[src/rtl/gcd_stein_resp_pkg.sv]
// Shared types and constants for the binary-GCD responder.
// Both the RTL and the bench import this package.
package gcd_pkg;

  typedef enum logic [1:0] {
    IDLE = 2'd0,
    RUN  = 2'd1,
    DONE = 2'd2
  } gcd_state_e;

  localparam int GCD_WIDTH = 4;

  // Worst-case number of RUN cycles for a given operand width.
  function automatic int max_run_cycles(input int w);
    return 2 * w + 1;
  endfunction

endpackage

[src/rtl/gcd_stein_resp_if.sv]
// Operand-request / busy / valid bus between a GCD initiator and a responder.
//
// Handshake:
//  - The initiator drives req_i with op_a_i and op_b_i.
//  - The operands are taken at the rising edge where req_i=1 and busy_o=0.
//  - While busy_o=1, req_i is ignored, so the initiator must hold or retry.
//  - valid_o is a one-cycle pulse. result_val_o holds the last result until
//    the next completion.
interface gcd_stein_resp_if #(parameter int WIDTH = 4);
  logic             req_i;
  logic [WIDTH-1:0] op_a_i;
  logic [WIDTH-1:0] op_b_i;
  logic             busy_o;
  logic             valid_o;
  logic [WIDTH-1:0] result_val_o;

  modport master (output req_i, op_a_i, op_b_i,
                  input  busy_o, valid_o, result_val_o);
  modport slave  (input  req_i, op_a_i, op_b_i,
                  output busy_o, valid_o, result_val_o);
endinterface

[src/rtl/gcd_stein_resp_step.sv]
// One combinational Stein reduction step on (a, b, k).
// done flags a==b, and result is then the scaled GCD.
module gcd_stein_step #(
  parameter int WIDTH = 4,
  parameter int KW    = $clog2(WIDTH + 1)
) (
  input  logic [WIDTH-1:0] a,
  input  logic [WIDTH-1:0] b,
  input  logic [KW-1:0]    k,
  output logic [WIDTH-1:0] a_nxt,
  output logic [WIDTH-1:0] b_nxt,
  output logic [KW-1:0]    k_nxt,
  output logic             done,
  output logic [WIDTH-1:0] result
);

  always_comb begin
    a_nxt  = a;
    b_nxt  = b;
    k_nxt  = k;
    done   = (a == b);
    result = a << k;
    if (!done) begin
      if (!a[0] && !b[0]) begin
        a_nxt = a >> 1;
        b_nxt = b >> 1;
        k_nxt = k + KW'(1);
      end else if (!a[0]) begin
        a_nxt = a >> 1;
      end else if (!b[0]) begin
        b_nxt = b >> 1;
      end else if (a > b) begin
        // Both operands are odd here, so the difference is even and the shift is exact.
        a_nxt = (a - b) >> 1;
      end else begin
        b_nxt = (b - a) >> 1;
      end
    end
  end

endmodule

[src/rtl/gcd_stein_resp.sv]
// Binary (Stein) GCD responder: accepts operands, reduces one step per cycle,
// and pulses valid_o with the registered result.
module gcd_stein_resp
  import gcd_pkg::*;
#(
  parameter int WIDTH = GCD_WIDTH,
  parameter int KW    = $clog2(WIDTH + 1)
) (
  input  logic               clk_i,
  input  logic               rst_i,
  gcd_stein_resp_if.slave    bus,
  output gcd_state_e         state_o
);

  gcd_state_e       state_q, state_d;
  logic [WIDTH-1:0] a_q, a_d, b_q, b_d, result_q, result_d;
  logic [KW-1:0]    k_q, k_d;

  logic [WIDTH-1:0] step_a, step_b, step_result;
  logic [KW-1:0]    step_k;
  logic             step_done;

  gcd_stein_step #(.WIDTH(WIDTH), .KW(KW)) u_step (
    .a      (a_q),
    .b      (b_q),
    .k      (k_q),
    .a_nxt  (step_a),
    .b_nxt  (step_b),
    .k_nxt  (step_k),
    .done   (step_done),
    .result (step_result)
  );

  always_ff @(posedge clk_i) begin
    if (rst_i) begin
      state_q  <= IDLE;
      a_q      <= '0;
      b_q      <= '0;
      k_q      <= '0;
      result_q <= '0;
    end else begin
      state_q  <= state_d;
      a_q      <= a_d;
      b_q      <= b_d;
      k_q      <= k_d;
      result_q <= result_d;
    end
  end

  always_comb begin
    state_d  = state_q;
    a_d      = a_q;
    b_d      = b_q;
    k_d      = k_q;
    result_d = result_q;
    case (state_q)
      IDLE, DONE: begin
        // A request in DONE is accepted in the same cycle that the old result is reported.
        if (bus.req_i) begin
          a_d = bus.op_a_i;
          b_d = bus.op_b_i;
          k_d = '0;
          if (bus.op_a_i == '0 || bus.op_b_i == '0) begin
            result_d = bus.op_a_i | bus.op_b_i;
            state_d  = DONE;
          end else begin
            state_d  = RUN;
          end
        end else if (state_q == DONE) begin
          state_d = IDLE;
        end
      end
      RUN: begin
        if (step_done) begin
          result_d = step_result;
          state_d  = DONE;
        end else begin
          a_d = step_a;
          b_d = step_b;
          k_d = step_k;
        end
      end
      default: state_d = IDLE;
    endcase
  end

  assign bus.busy_o       = (state_q == RUN);
  assign bus.valid_o      = (state_q == DONE);
  assign bus.result_val_o = result_q;
  assign state_o          = state_q;

endmodule

[src/flat_wrapper.sv]
// flat-port wrapper written by rule: the top's interface ports become plain ports
module gcd_stein_resp_flat import gcd_pkg::*;
#(
  parameter int WIDTH = GCD_WIDTH,
  parameter int KW    = $clog2(WIDTH + 1)
)
  (clk_i, rst_i, state_o, bus_req_i, bus_op_a_i, bus_op_b_i, bus_busy_o, bus_valid_o, bus_result_val_o);
  gcd_stein_resp_if #(.WIDTH(WIDTH)) bus_i ();
  input  logic clk_i;
  input  logic rst_i;
  output gcd_state_e state_o;
  input wire logic [$bits(bus_i.req_i)-1:0] bus_req_i;
  input wire logic [$bits(bus_i.op_a_i)-1:0] bus_op_a_i;
  input wire logic [$bits(bus_i.op_b_i)-1:0] bus_op_b_i;
  output wire logic [$bits(bus_i.busy_o)-1:0] bus_busy_o;
  output wire logic [$bits(bus_i.valid_o)-1:0] bus_valid_o;
  output wire logic [$bits(bus_i.result_val_o)-1:0] bus_result_val_o;
  assign bus_i.req_i = bus_req_i;
  assign bus_i.op_a_i = bus_op_a_i;
  assign bus_i.op_b_i = bus_op_b_i;
  assign bus_busy_o = bus_i.busy_o;
  assign bus_valid_o = bus_i.valid_o;
  assign bus_result_val_o = bus_i.result_val_o;
  gcd_stein_resp #(.WIDTH(WIDTH), .KW(KW)) u_core (.clk_i(clk_i), .rst_i(rst_i), .bus(bus_i), .state_o(state_o));
endmodule
[config.mk]
export PLATFORM = sky130hd
export DESIGN_NAME = gcd_stein_resp_flat
export DESIGN_NICKNAME = d
export VERILOG_FILES = /design/src/rtl/gcd_stein_resp_pkg.sv /design/src/rtl/gcd_stein_resp_if.sv /design/src/rtl/gcd_stein_resp_step.sv /design/src/rtl/gcd_stein_resp.sv /design/src/flat_wrapper.sv
export SDC_FILE = /design/constraint.sdc
export NUM_CORES = 1
export LEC_CHECK = 0
export BUFFER_PORTS_ARGS = -buffer_cell sky130_fd_sc_hd__buf_2
export CORE_UTILIZATION = 50
export CTS_CLUSTER_DIAMETER = 40
export DETAILED_ROUTE_END_ITERATION = 10
export MAX_ROUTING_LAYER = met4
export PLACE_DENSITY = 0.77
export SYNTH_ARGS = -nofsm -noshare
export SYNTH_HDL_FRONTEND = slang
export SYNTH_SLANG_ARGS = --single-unit
[constraint.sdc]
create_clock -name clk_i -period 5.3 [get_ports clk_i]
set_input_delay 0.53 -clock clk_i [delete_from_list [all_inputs] [get_ports clk_i]]
set_output_delay 0.53 -clock clk_i [all_outputs]
set_load 0.01 [all_outputs]
**Yosys cells after proc, flatten, opt, wreduce, memory -nomap -nowiden**

Cells that the tools add are included.

- Input bits: 11
- Word-level logic and storage cells: 69
- Register bits after elaboration: 17

- Shift operators: 1
- Bitwise logic cells: 1
- Reduce and logical (&&, ||, !) cells: 16
- Add/subtract/negate cells: 3
- $lt $le $gt $ge: 1
- Muxes and demuxes: 27
- Equality and inequality tests: 13

Operators by type and width:

| cell | count |
|---|---|
| 4-bit 2-to-1 mux | 15 |
| 4-bit case mux with 2 select lines | 3 |
| 4-bit inequality test, second input constant | 3 |
| 4-bit AND reduction | 3 |
| 5-bit AND reduction | 2 |
| 3-bit 2-to-1 mux | 3 |
| 4-bit zero test | 2 |
| 2-bit 2-to-1 mux | 4 |
| 4-bit subtractor | 2 |
| 2-bit by 1-bit inequality test with 1-bit output, second input constant | 3 |
| 3-bit case mux with 2 select lines | 1 |
| 4-bit equality test | 1 |
| 4-bit greater-than comparator | 1 |
| 2-bit inequality test, second input constant | 2 |
| 4-bit bitwise OR | 1 |
| 2-bit case mux with 2 select lines | 1 |
| 4-bit by 3-bit << shifter with 4-bit output | 1 |
| 3-bit by 1-bit adder with 3-bit output, second input constant | 1 |
| 3-bit by 1-bit inequality test with 1-bit output, second input constant | 1 |
| 3-bit inequality test, second input constant | 1 |
| 3-bit AND reduction | 1 |
| 2-bit by 1-bit equality test with 1-bit output, second input constant | 1 |
| 2-bit equality test, second input constant | 1 |
| 1-bit zero test | 2 |
| other kinds (6) | 6 |

**Depth between registers and ports, before layout**

Gate-level depths: netlist of the first run.

- Word-level depth: 7
- Gate-level depth with buffers: 8
- Gate-level depth less buffers: 8

**Hierarchy**

Synthesis of the first run repeated with hierarchy kept, for this count alone.

- Cell total of the unflattened synthesis: 185
- Area total of the unflattened synthesis: 1515.2 µm²

Modules (own cells, without submodules):

| module | area an instance (µm²) | instances | cells an instance |
|---|---|---|---|
| gcd_stein_resp | 829.5 | 1 | 96 |
| gcd_stein_step | 685.7 | 1 | 89 |

**Worst setup path after synthesis of the first run**

No wires, ideal clock.

- Kind: flip-flop to flip-flop
- From: register u_core.a_q[0]
- To: register u_core.a_q[1]
- Period minus slack after synthesis: 2.363 ns
- Cell stages (with the launch flop): 9
- Setup slack: 2.937 ns
- Path buffers: 0
- Setup time: 0.067 ns
- Arrival time: 2.296 ns
- Cells stage by stage: dfxtp_1 -> inv_1 -> ha_1 -> fa_1 -> and2b_1 -> o221ai_2 -> or4_1 -> a311o_1 -> a21oi_2

- Longest elaborated chain between the ends: 7
- Elaborated cells between the ends (all ways): 15
- Those cells by class: add/sub: 1; order compare: 1; eq/ne: 4; mux: 6; reduce/logical: 3

RTL lines:

| what | RTL line | RTL |
|---|---|---|
| from (decl) | gcd_stein_resp.sv:16 | `logic [WIDTH-1:0] a_q, a_d, b_q, b_d, result_q, result_d;` |
| from (signal assigned) | gcd_stein_resp.sv:37 | `a_q <= '0;` |
| from (signal assigned) | gcd_stein_resp.sv:43 | `a_q <= a_d;` |
| 4-bit subtractor | gcd_stein_resp_step.sv:34 | `a_nxt = (a - b) >> 1;` |
| 4-bit 2-to-1 mux | gcd_stein_resp_step.sv:32 | `end else if (a > b) begin` |
| 4-bit 2-to-1 mux | gcd_stein_resp_step.sv:30 | `end else if (!b[0]) begin` |
| 4-bit 2-to-1 mux | gcd_stein_resp_step.sv:28 | `end else if (!a[0]) begin` |
| 4-bit 2-to-1 mux | gcd_stein_resp_step.sv:24 | `if (!a[0] && !b[0]) begin` |
| 4-bit 2-to-1 mux | gcd_stein_resp.sv:74 | `if (step_done) begin` |
| 4-bit case mux with 2 select lines | gcd_stein_resp.sv:56 | `case (state_q)` |

Several ways; a longest one is shown, not always the timed one. The select of a mux whose other input is x is not followed.
A chain may end at the register's enable or synchronous reset.

**Worst setup path after layout of the first run**

Ends and elaborated chain as after synthesis.

==> results.yml, run 1 <==
route:
  final_antenna_net_count: 0
  drtIter0Drc: 30
  vias: 1250
  drc: 0
  avgViaCountPerCell: 6.281
  top_layer: "met4"
  wl_met1_um: 1399
  routed-wl-met3_um: 253
  dr.pass1.iters: 4
  wl_met2_um: 1576
  wl_per_cell_um: 16.38
  detail_route.wirelength_um: 3260
timing:
  setup_viol: 0
  clock_skew_ns: 0.005593
  hold_ws_ns: 0.4938
  max_freq_mhz: 386.7
  drv_slew: 0
  worst_pin_slew_ns: 0.6533
  final-hold-violation-count: 0
  fin_setup_tns_ns: 0
  rsz0062_at_grt: "no"
  period_minus_slack_ns: 2.586
  fin_crit_sh_pct: 48.80
  slew_headroom_pct: 56.36
yosys:
  synth_ff_type: "dfxtp_1"
  yosysSeqAreaShare_pct: 24.95
  synthTopCellsByArea: "dfxtp_1 (25%), ha_1 (10%), nor2_1 (3.9%), xor2_1 (3.9%), a21oi_1 (3.7%)"
  synth_xor_area_share_pct: 3.853
  synth-simple-area-share_pct: 21.74
  async_reset_ff_share_pct: 0
  synth_cells: 154
  syn-num-nets: 178
  synth-compound-area-share_pct: 24.59
  synth_top_area_cell: "dfxtp_1"
  yosysTopAreaCellShare_pct: 24.95
  synth_seq_cells: 17
  synth.avg_cell_area_um2: 8.856
  synth_cell_types: 46
  synth_mux_area_share_pct: 5.321
  synth_area_um2: 1364
  synth_edf_count: 0
  synth_adder_area_share_pct: 13.03
  synth_top_family_by_area: "compound AO/OA/AOI/OAI gates"
  yosysWarningCount: 0
floorplanning:
  start_util_pct: 54.07
  core_area_um2: 2522
  fp.dieH_um: 54.23
  io_pins: 19
  rows: 18
  die_x_um: 54.23
  dieArea_um2: 2940
final_layout:
  layout_commonest_cell: "buf_2"
  syn2layout_area_growth_pct: 8.440
  layout-drive-gt1-share_pct: 19.53
  layout_common_cells: "buf_2 (18), dfxtp_1 (17), nor2_1 (14)"
  fin_nets: 194
  antenna_cells: 0
worst_setup_path:
  crit_path_top_delay_cell: "or4_1"
  crit_arrival_ns: 2.81
  critPathBufInv: 1
  endpoint_kind: "flip-flop"
  reg2reg_to: "u_core.a_q[1]$_SDFFE_PP0P_"
  crit_family: "simple AND/OR/NAND/NOR gates"
  reg2reg_setup_slack_ns: 2.71
  rr_startpoint: "u_core.a_q[0]$_SDFFE_PP0P_"
  slowest_delay_ns: 0.49
  required_ns: 5.53
  path_cells: "inv_1 > ha_1 > fa_1 > and2b_1 > o221ai_2 > or4_1 > a311o_1 > a21oi_2"
  r2r_cells: 8
  crit_fanout: 8
  critPathLaunchType: "flip-flop"
  critical_path_class: "reg -> reg"
placed_design:
  hpwl_um: 2486
  io_buffer_count: 18
  place.gp.congestion: 0.8925
clock_network:
  clkTransAtPathRegs_ns: 0.10
  cts_tree: "done"
  post_cts_buffers: 0
  clk_latency_ns: 0.29
  h-tree-depth: 1
  ctsHoldBuffers: 0
  cts_inserted_buffers: 3
  cts_sinks: 17
  cts_max_path_buffers: 2
  post_cts_resized: 0
  cts_root_buf: "clkbuf_4"
grt:
  grt_usage_pct: 26.25
  grt_max_degree: 21
  antenna_found_initial: 0
  grt_pass1_vias: 1167
  gr-total-overflow: 0
  grt_pass1_wl_um: 5382
hold_path:
  whs_path_depth: 2
  holdCritStartpoint: "u_core.bus.result_val_o[2]$_SDFFE_PP0P_"
  hp-class: "reg -> reg"
  holdPathEnd: "u_core.bus.result_val_o[2]$_SDFFE_PP0P_"
power:
  max-vdd-ir-drop_mv: 0.2146
  leakagePower_uw: 0.0005642
  power-per-cell-area_nw_per_um2: 318.4
job:
  maxCapViolations: 0
outcome:
  status: "complete, no violations"
## registers in the layout (all words and copies together) (netlist names)
signal,cells
u_core.bus.result_val_o,4
u_core.state_o,2
u_core.b_q,4
u_core.k_q,3
u_core.a_q,4
## layer usage
metal  GRT usage (%)  vias to the layer above
met5               -                        -
met4           4.274                        0
met3           5.833                        4
met2           43.29                       55
met1           33.16                      587
li1                -                      604
## per-stage QoR
stage | area (um^2) | utilization, % | total power, uW | worst slack (ns) | cells
final | 1479 | 58.63 | 470.9 | 2.714 | 199
after global routing | 1479 | 58.63 | 506.8 | 2.564 | 199
after CTS | 1479 | 58.63 | 469.0 | 2.729 | 199
after floorplan | 1364 | - | 348.9 | 2.937 | 154
after global placement | 1453 | 57.59 | 391.0 | 2.840 | 195
after detailed placement | 1453 | 57.59 | 398.8 | 2.769 | 195
## worst min-delay path, stage by stage, from the launching register on
cell and delay, ns:
dfxtp_1 0.33, mux2i_1 0.06, nor2_1 0.07
## cell type report
| type | instances | area, um^2 |
|---|---|---|
| clock buffers | 4 | 26.28 |
| fillers | 226 | 1044 |
| inverters | 8 | 42.54 |
| multi-input cells | 121 | 934.6 |
| flip-flops and latches | 17 | 340.3 |
| well taps | 30 | 37.54 |
| repair buffers | 19 | 97.59 |
## cell families (layout without fill, tap and decap cells)
| family | Yosys count | in the layout |
|---|---|---|
| AND/OR/NAND/NOR | 52 | 52 |
| XOR/XNOR | 6 | 6 |
| flip-flops | 17 | 17 |
| adder cells (fa/ha/maj) | 13 | 13 |
| multiplexers | 6 | 6 |
| AO/OA/AOI/OAI | 44 | 44 |
| buffers and inverters | 16 | 31 |
## Yosys cell counts, drive strengths merged, types with 5 or more instances
cell	n
nor2	14
inv	7
o21ai	9
mux2i	5
nor2b	5
dfxtp	17
clkbuf	5
ha	11
nand2b	5
xor2	6
nor3	5
a21oi	12
nand2	6
## power breakdown
part           switching [uW]  internal [uW]  leakage, uW
Sequential               19.9            144     0.000139
Combinational             141           96.4     0.000410
Clock                    40.6           29.3    0.0000150
## how the worst max path moves through the flow
stage | end | cells after the start | slack [ns] | from
2_1_floorplan | u_core.a_q[1]$_SDFFE_PP0P_ | 8 | 2.94 | u_core.a_q[0]$_SDFFE_PP0P_
5_1_grt | u_core.a_q[1]$_SDFFE_PP0P_ | 8 | 2.56 | u_core.a_q[0]$_SDFFE_PP0P_
3_5_place_dp | u_core.a_q[1]$_SDFFE_PP0P_ | 8 | 2.77 | u_core.a_q[0]$_SDFFE_PP0P_
6_report | u_core.a_q[1]$_SDFFE_PP0P_ | 8 | 2.71 | u_core.a_q[0]$_SDFFE_PP0P_
4_1_cts | u_core.a_q[1]$_SDFFE_PP0P_ | 8 | 2.73 | u_core.a_q[0]$_SDFFE_PP0P_
3_3_place_gp | u_core.a_q[1]$_SDFFE_PP0P_ | 8 | 2.84 | u_core.a_q[0]$_SDFFE_PP0P_
(Power assumes the default switching activity.)
==> run 2, diff against run 1 <==
==> constraint.sdc (replaced) <==
create_clock -name clk_i -period 2.4 [get_ports clk_i]
set_input_delay 0.24 -clock clk_i [delete_from_list [all_inputs] [get_ports clk_i]]
set_output_delay 0.24 -clock clk_i [all_outputs]
set_load 0.01 [all_outputs]
==> run 2 against run 1 <==
Wire length shrank 1.1%. Sequential power is 110% higher. Critical path depth down 1. Clock skew is 0.0078 ns higher.
==> results.yml, run 2 (synthesis gave the netlist of run 1 again) <==
route:
  dr.pass1.iters: 4
  drtIter0Drc: 43
  detail_route.wirelength_um: 3224
  avgViaCountPerCell: 6.246
  wl_per_cell_um: 15.88
  drc: 0
  final_antenna_net_count: 0
  vias: 1268
worst_setup_path:
  crit_arrival_ns: 2.51
  path_cells: "ha_1 > fa_2 > and2b_1 > o221ai_2 > or4_1 > a311o_1 > a21oi_2"
  crit_family: "simple AND/OR/NAND/NOR gates"
  critPathBufInv: 0
  required_ns: 2.63
  critical_path_class: "reg -> reg"
  endpoint_kind: "flip-flop"
  critPathLaunchType: "flip-flop"
  crit_fanout: 6
  crit_path_top_delay_cell: "or4_1"
  slowest_delay_ns: 0.49
grt:
  gr-total-overflow: 0
  grt_usage_pct: 26.40
  antenna_found_initial: 0
  grt_max_degree: 21
  grt_pass1_wl_um: 5354
  grt_pass1_vias: 1124
placed_design:
  hpwl_um: 2468
  place.gp.congestion: 0.9160
  placed_area_um2: 1483
  io_buffer_count: 18
job:
  maxCapViolations: 0
timing:
  worst_pin_slew_ns: 0.4228
  period_minus_slack_ns: 2.279
  clock_skew_ns: 0.01337
  fin_crit_sh_pct: 94.95
  slew_headroom_pct: 71.81
  max_freq_mhz: 438.8
  setup_viol: 0
  drv_slew: 0
  final-hold-violation-count: 0
floorplanning:
  fp.dieH_um: 54.23
  dieArea_um2: 2940
  die_x_um: 54.23
  rows: 18
  io_pins: 19
  start_util_pct: 54.07
  core_area_um2: 2522
clock_network:
  clkTransAtPathRegs_ns: 0.11
  post_cts_resized: 0
  h-tree-depth: 1
  ctsHoldBuffers: 0
  cts_sinks: 17
  cts_tree: "done"
  post_cts_buffers: 0
  cts_max_path_buffers: 2
  cts_root_buf: "clkbuf_4"
  cts_inserted_buffers: 3
  clk_latency_ns: 0.30
final_layout:
  syn2layout_area_growth_pct: 10.83
  fin_nets: 198
  fill_cells: 225
  layout_common_cells: "buf_2 (18), dfxtp_1 (17), nor2_1 (14)"
  layout_commonest_cell: "buf_2"
  antenna_cells: 0
  finalInstanceArea_um2: 1511
  layout-drive-gt1-share_pct: 21.97
power:
  power-per-cell-area_nw_per_um2: 703.9
  max-vdd-ir-drop_mv: 0.4051
  p_clk_share_pct: 14.8
  power.total_uw: 1064
  power_frac_seq_pct: 33.0
  p_switching_uw: 452.1
  swShare_pct: 42.50
  intPower_uw: 611.8
  leakagePower_uw: 0.0005831
  pwr-share-comb_pct: 52.2
outcome:
  status: "complete, no violations"
hold_path:
  hp-class: "in -> reg"
[run 2: cell count changes in the layout (fill, tap and decap cells not counted), sizes merged]
cell and delta:
buf +4
[run 2: worst reg2reg max path: stages, from the launching register on]
cell and delay (ns):
dfxtp_1 0.37, ha_1 0.26, fa_2 0.38, and2b_1 0.21, o221ai_2 0.10, or4_1 0.49, a311o_1 0.29, a21oi_2 0.11
[run 2: cell type report]
cell class | instances | area [um^2] | share of cell area (%)
clock buffers | 4 | 26.28 | 1.738
inverters | 8 | 42.54 | 2.815
flip-flops and latches | 17 | 340.3 | 22.52
multi-input cells | 121 | 937.1 | 62.00
repair buffers | 23 | 127.6 | 8.444
well taps | 30 | 37.54 | 2.483
[run 2: path summary, 6_finish.rpt]
path,start,endpoint,slack (ns),cells past startpoint
worst max register to register,u_core.b_q[0]$_SDFFE_PP0P_,u_core.a_q[1]$_SDFFE_PP0P_,0.12,7
worst min-delay path,bus_op_b_i[3],u_core.b_q[3]$_SDFFE_PP0P_,0.27,3
worst max-delay path,u_core.b_q[0]$_SDFFE_PP0P_,u_core.a_q[1]$_SDFFE_PP0P_,0.12,7
worst min register to register,u_core.bus.result_val_o[1]$_SDFFE_PP0P_,u_core.bus.result_val_o[1]$_SDFFE_PP0P_,0.50,2
[run 2: per-layer routing]
layer,wire [um],global-route usage (%),vias to the layer above
met4,45,7.265,0
met3,257,6.389,6
met1,1409,35.30,591
li1,-,-,611
met5,0,-,-
met2,1512,39.43,60
[run 2: through the flow]
step                      utilization [%]  setup TNS (ns)  setup WS [ns]  instances  hold WS, ns
after CTS                           59.82               0        0.08196        203       0.2578
after detailed placement            58.78               0         0.1367        199       0.4852
final                               59.92               0         0.1212        203       0.2719
after floorplan                         -               0        0.03650        154       0.4017
after global routing                59.92        -0.01923       -0.01923        203       0.2606
after global placement              58.78               0         0.1830        199       0.4766
[run 2: power by group through the flow]
stage / combinational (uW) / clock, uW / sequential (uW)
6_report: 556 / 158 / 351
3_5_place_dp: 541 / 0 / 358
3_3_place_gp: 526 / 0 / 355
2_1_floorplan: 411 / 0 / 359
5_1_grt: 618 / 179 / 358
4_1_cts: 546 / 162 / 351
==> run 3, diff against run 2 <==
--- a/config.mk
+++ b/config.mk
@@ -6,11 +6,10 @@
 export NUM_CORES = 1
 export LEC_CHECK = 0
 export BUFFER_PORTS_ARGS = -buffer_cell sky130_fd_sc_hd__buf_2
-export CORE_UTILIZATION = 50
-export CTS_CLUSTER_DIAMETER = 40
+export CORE_UTILIZATION = 35
 export DETAILED_ROUTE_END_ITERATION = 10
 export MAX_ROUTING_LAYER = met4
-export PLACE_DENSITY = 0.77
+export PLACE_DENSITY = 0.61
 export SYNTH_ARGS = -nofsm -noshare
 export SYNTH_HDL_FRONTEND = slang
 export SYNTH_SLANG_ARGS = --single-unit
==> constraint.sdc (replaced) <==
create_clock -name clk_i -period 1.96 [get_ports clk_i]
set_input_delay 0.196 -clock clk_i [delete_from_list [all_inputs] [get_ports clk_i]]
set_output_delay 0.196 -clock clk_i [all_outputs]
set_load 0.01 [all_outputs]
==> run 3 against run 2 <==
The run now ends with negative setup slack left. Highest routed layer unchanged. Clock skew decreased by 0.0089 ns. Combinational power increased by 100%. Count of clock-buffer cells in the layout unchanged. Largest power group unchanged. Sequential share of layout area decreased by 5.3 points. Cell count increased by 28%. Power increased by 72%. Critical path type unchanged.
==> results.yml, run 3 (synthesis gave the netlist of run 1 again) <==
power:
  power-per-cell-area_nw_per_um2: 909.7
  leakagePower_uw: 0.0008058
  max-vdd-ir-drop_mv: 0.4673
clock_network:
  cts_max_path_buffers: 2
  cts_root_buf: "clkbuf_8"
  clkTransAtPathRegs_ns: 0.07
  clk_latency_ns: 0.25
  cts_inserted_buffers: 3
  h-tree-depth: 1
  cts_tree: "done"
  ctsHoldBuffers: 0
  cts_sinks: 17
hold_path:
  holdPathEnd: "u_core.b_q[3]$_SDFFE_PP0P_"
  holdCritStartpoint: "bus_op_b_i[3]"
  hp-class: "in -> reg"
  whs_path_depth: 3
timing:
  slew_headroom_pct: 73.92
  setup_viol: 7
  max_freq_mhz: 455.9
  worst_slack_ns: -0.2333
  fin_crit_sh_pct: 111.9
  hold_ws_ns: 0.2397
  clock_skew_ns: 0.004458
  drv_slew: 0
  final-hold-violation-count: 0
  period_minus_slack_ns: 2.193
  rsz0062_at_grt: "yes"
  worst_pin_slew_ns: 0.3912
worst_setup_path:
  rr_startpoint: "u_core.a_q[0]$_SDFFE_PP0P_"
  slowest_delay_ns: 0.51
  crit_start: "u_core.a_q[0]$_SDFFE_PP0P_"
  crit_family: "simple AND/OR/NAND/NOR gates"
  crit_arrival_ns: 2.38
  r2r_cells: 8
  crit_fanout: 3
  required_ns: 2.15
  critical_path_class: "reg -> reg"
  endpoint_kind: "flip-flop"
  path_cells: "inv_4 > ha_4 > fa_2 > and2b_1 > o221ai_2 > or4_1 > a311o_1 > a21oi_2"
  path_depth: 8
  reg2reg_setup_slack_ns: -0.23
  critPathLaunchType: "flip-flop"
  crit_path_top_delay_cell: "or4_1"
  critPathBufInv: 1
  reg2reg_to: "u_core.a_q[1]$_SDFFE_PP0P_"
final_layout:
  layout_common_cells: "buf_4 (39), buf_2 (18), nor2_1 (14), dfxtp_1 (14)"
  layout-drive-gt1-share_pct: 46.23
  final_cells: 260
  finalInstanceArea_um2: 2012
  syn2layout_area_growth_pct: 47.52
  fill_cells: 348
  fin_nets: 237
  multiInputGateArea_um2: 1076
  antenna_cells: 0
  layout_commonest_cell: "buf_4"
  register_area_um2: 346.6
placed_design:
  io_buffer_count: 18
  place.gp.congestion: 0.9185
  placed_area_um2: 1773
  dpl.cell_count: 249
  hpwl_um: 2983
outcome:
  status: "finished, violations left"
  violations: "negative setup slack"
grt:
  grt_usage_pct: 21.31
  antenna_found_initial: 0
  grt_max_degree: 21
  grt_pass1_wl_um: 6644
  gr-total-overflow: 0
  grt_pass1_vias: 1405
route:
  vias: 1419
  final_antenna_net_count: 0
  detail_route.wirelength_um: 4189
  wl_per_cell_um: 16.11
  drc: 0
  avgViaCountPerCell: 5.458
  dr.pass1.iters: 5
  drtIter0Drc: 145
floorplanning:
  die_x_um: 64.42
  core_area_um2: 3689
  fp.dieH_um: 64.42
  io_pins: 19
  start_util_pct: 36.97
  rows: 22
  dieArea_um2: 4150
job:
  maxCapViolations: 0
==> run 3: how the worst max path moves through the flow <==
| stage | slack (ns) | to |
|---|---|---|
| 2_1_floorplan | -0.16 | u_core.a_q[1]$_SDFFE_PP0P_ |
| 3_3_place_gp | -0.13 | u_core.a_q[1]$_SDFFE_PP0P_ |
| 3_5_place_dp | -0.17 | u_core.a_q[1]$_SDFFE_PP0P_ |
| 4_1_cts | -0.20 | u_core.a_q[1]$_SDFFE_PP0P_ |
| 5_1_grt | -0.31 | u_core.a_q[1]$_SDFFE_PP0P_ |
| 6_report | -0.23 | u_core.a_q[1]$_SDFFE_PP0P_ |
==> run 3: layout make-up <==
type / instances / share of cell area [%]
clock buffer: 4 / 2.239
inverter: 8 / 2.239
timing repair buffer: 62 / 21.83
multi-input combinational: 121 / 53.48
tap: 48 / 2.985
sequential: 17 / 17.23
==> run 3: layer usage <==
| layer | track usage [%] | vias to the layer above | wire length (um) |
|---|---|---|---|
| li1 | - | 686 | - |
| met2 | 35.66 | 56 | 2062 |
| met3 | 4.049 | 2 | 290 |
| met5 | - | - | 0 |
| met4 | 2.778 | 0 | 12 |
| met1 | 27.40 | 675 | 1824 |
==> run 3: where the power goes <==
group          total (uW)  internal [uW]  switching [uW]
Combinational        1130            571             562
Clock                 264            144             120
Sequential            433            392            41.3
Total                1830           1110             723
==> run 3: worst register-to-register path, delay by kind of cell, from the launching register on <==
kind	cells	cell delay, ns
and+or+nand+nor	2	0.73
adders and majority gates	2	0.50
AOI/OAI and AO/OA	3	0.51
buffers and inverters	1	0.04
DFF	1	0.36
==> run 3: what timing repair did <==
action	CTS	global route
resized for setup	9	20
pin swaps	2	11
setup buffers	1	6
setup endpoints to repair	10	8
==> run 3: per-stage QoR <==
stage | util, % | total power [uW] | setup WS [ns] | setup TNS (ns)
after CTS | 50.88 | 1645 | -0.2004 | -0.3700
after global placement | 48.07 | 1299 | -0.1263 | -0.3581
after detailed placement | 48.07 | 1315 | -0.1740 | -0.7303
final | 54.55 | 1830 | -0.2333 | -0.7287
after floorplan | - | 964.9 | -0.1620 | -0.2799
after global routing | 54.55 | 1950 | -0.3085 | -1.723
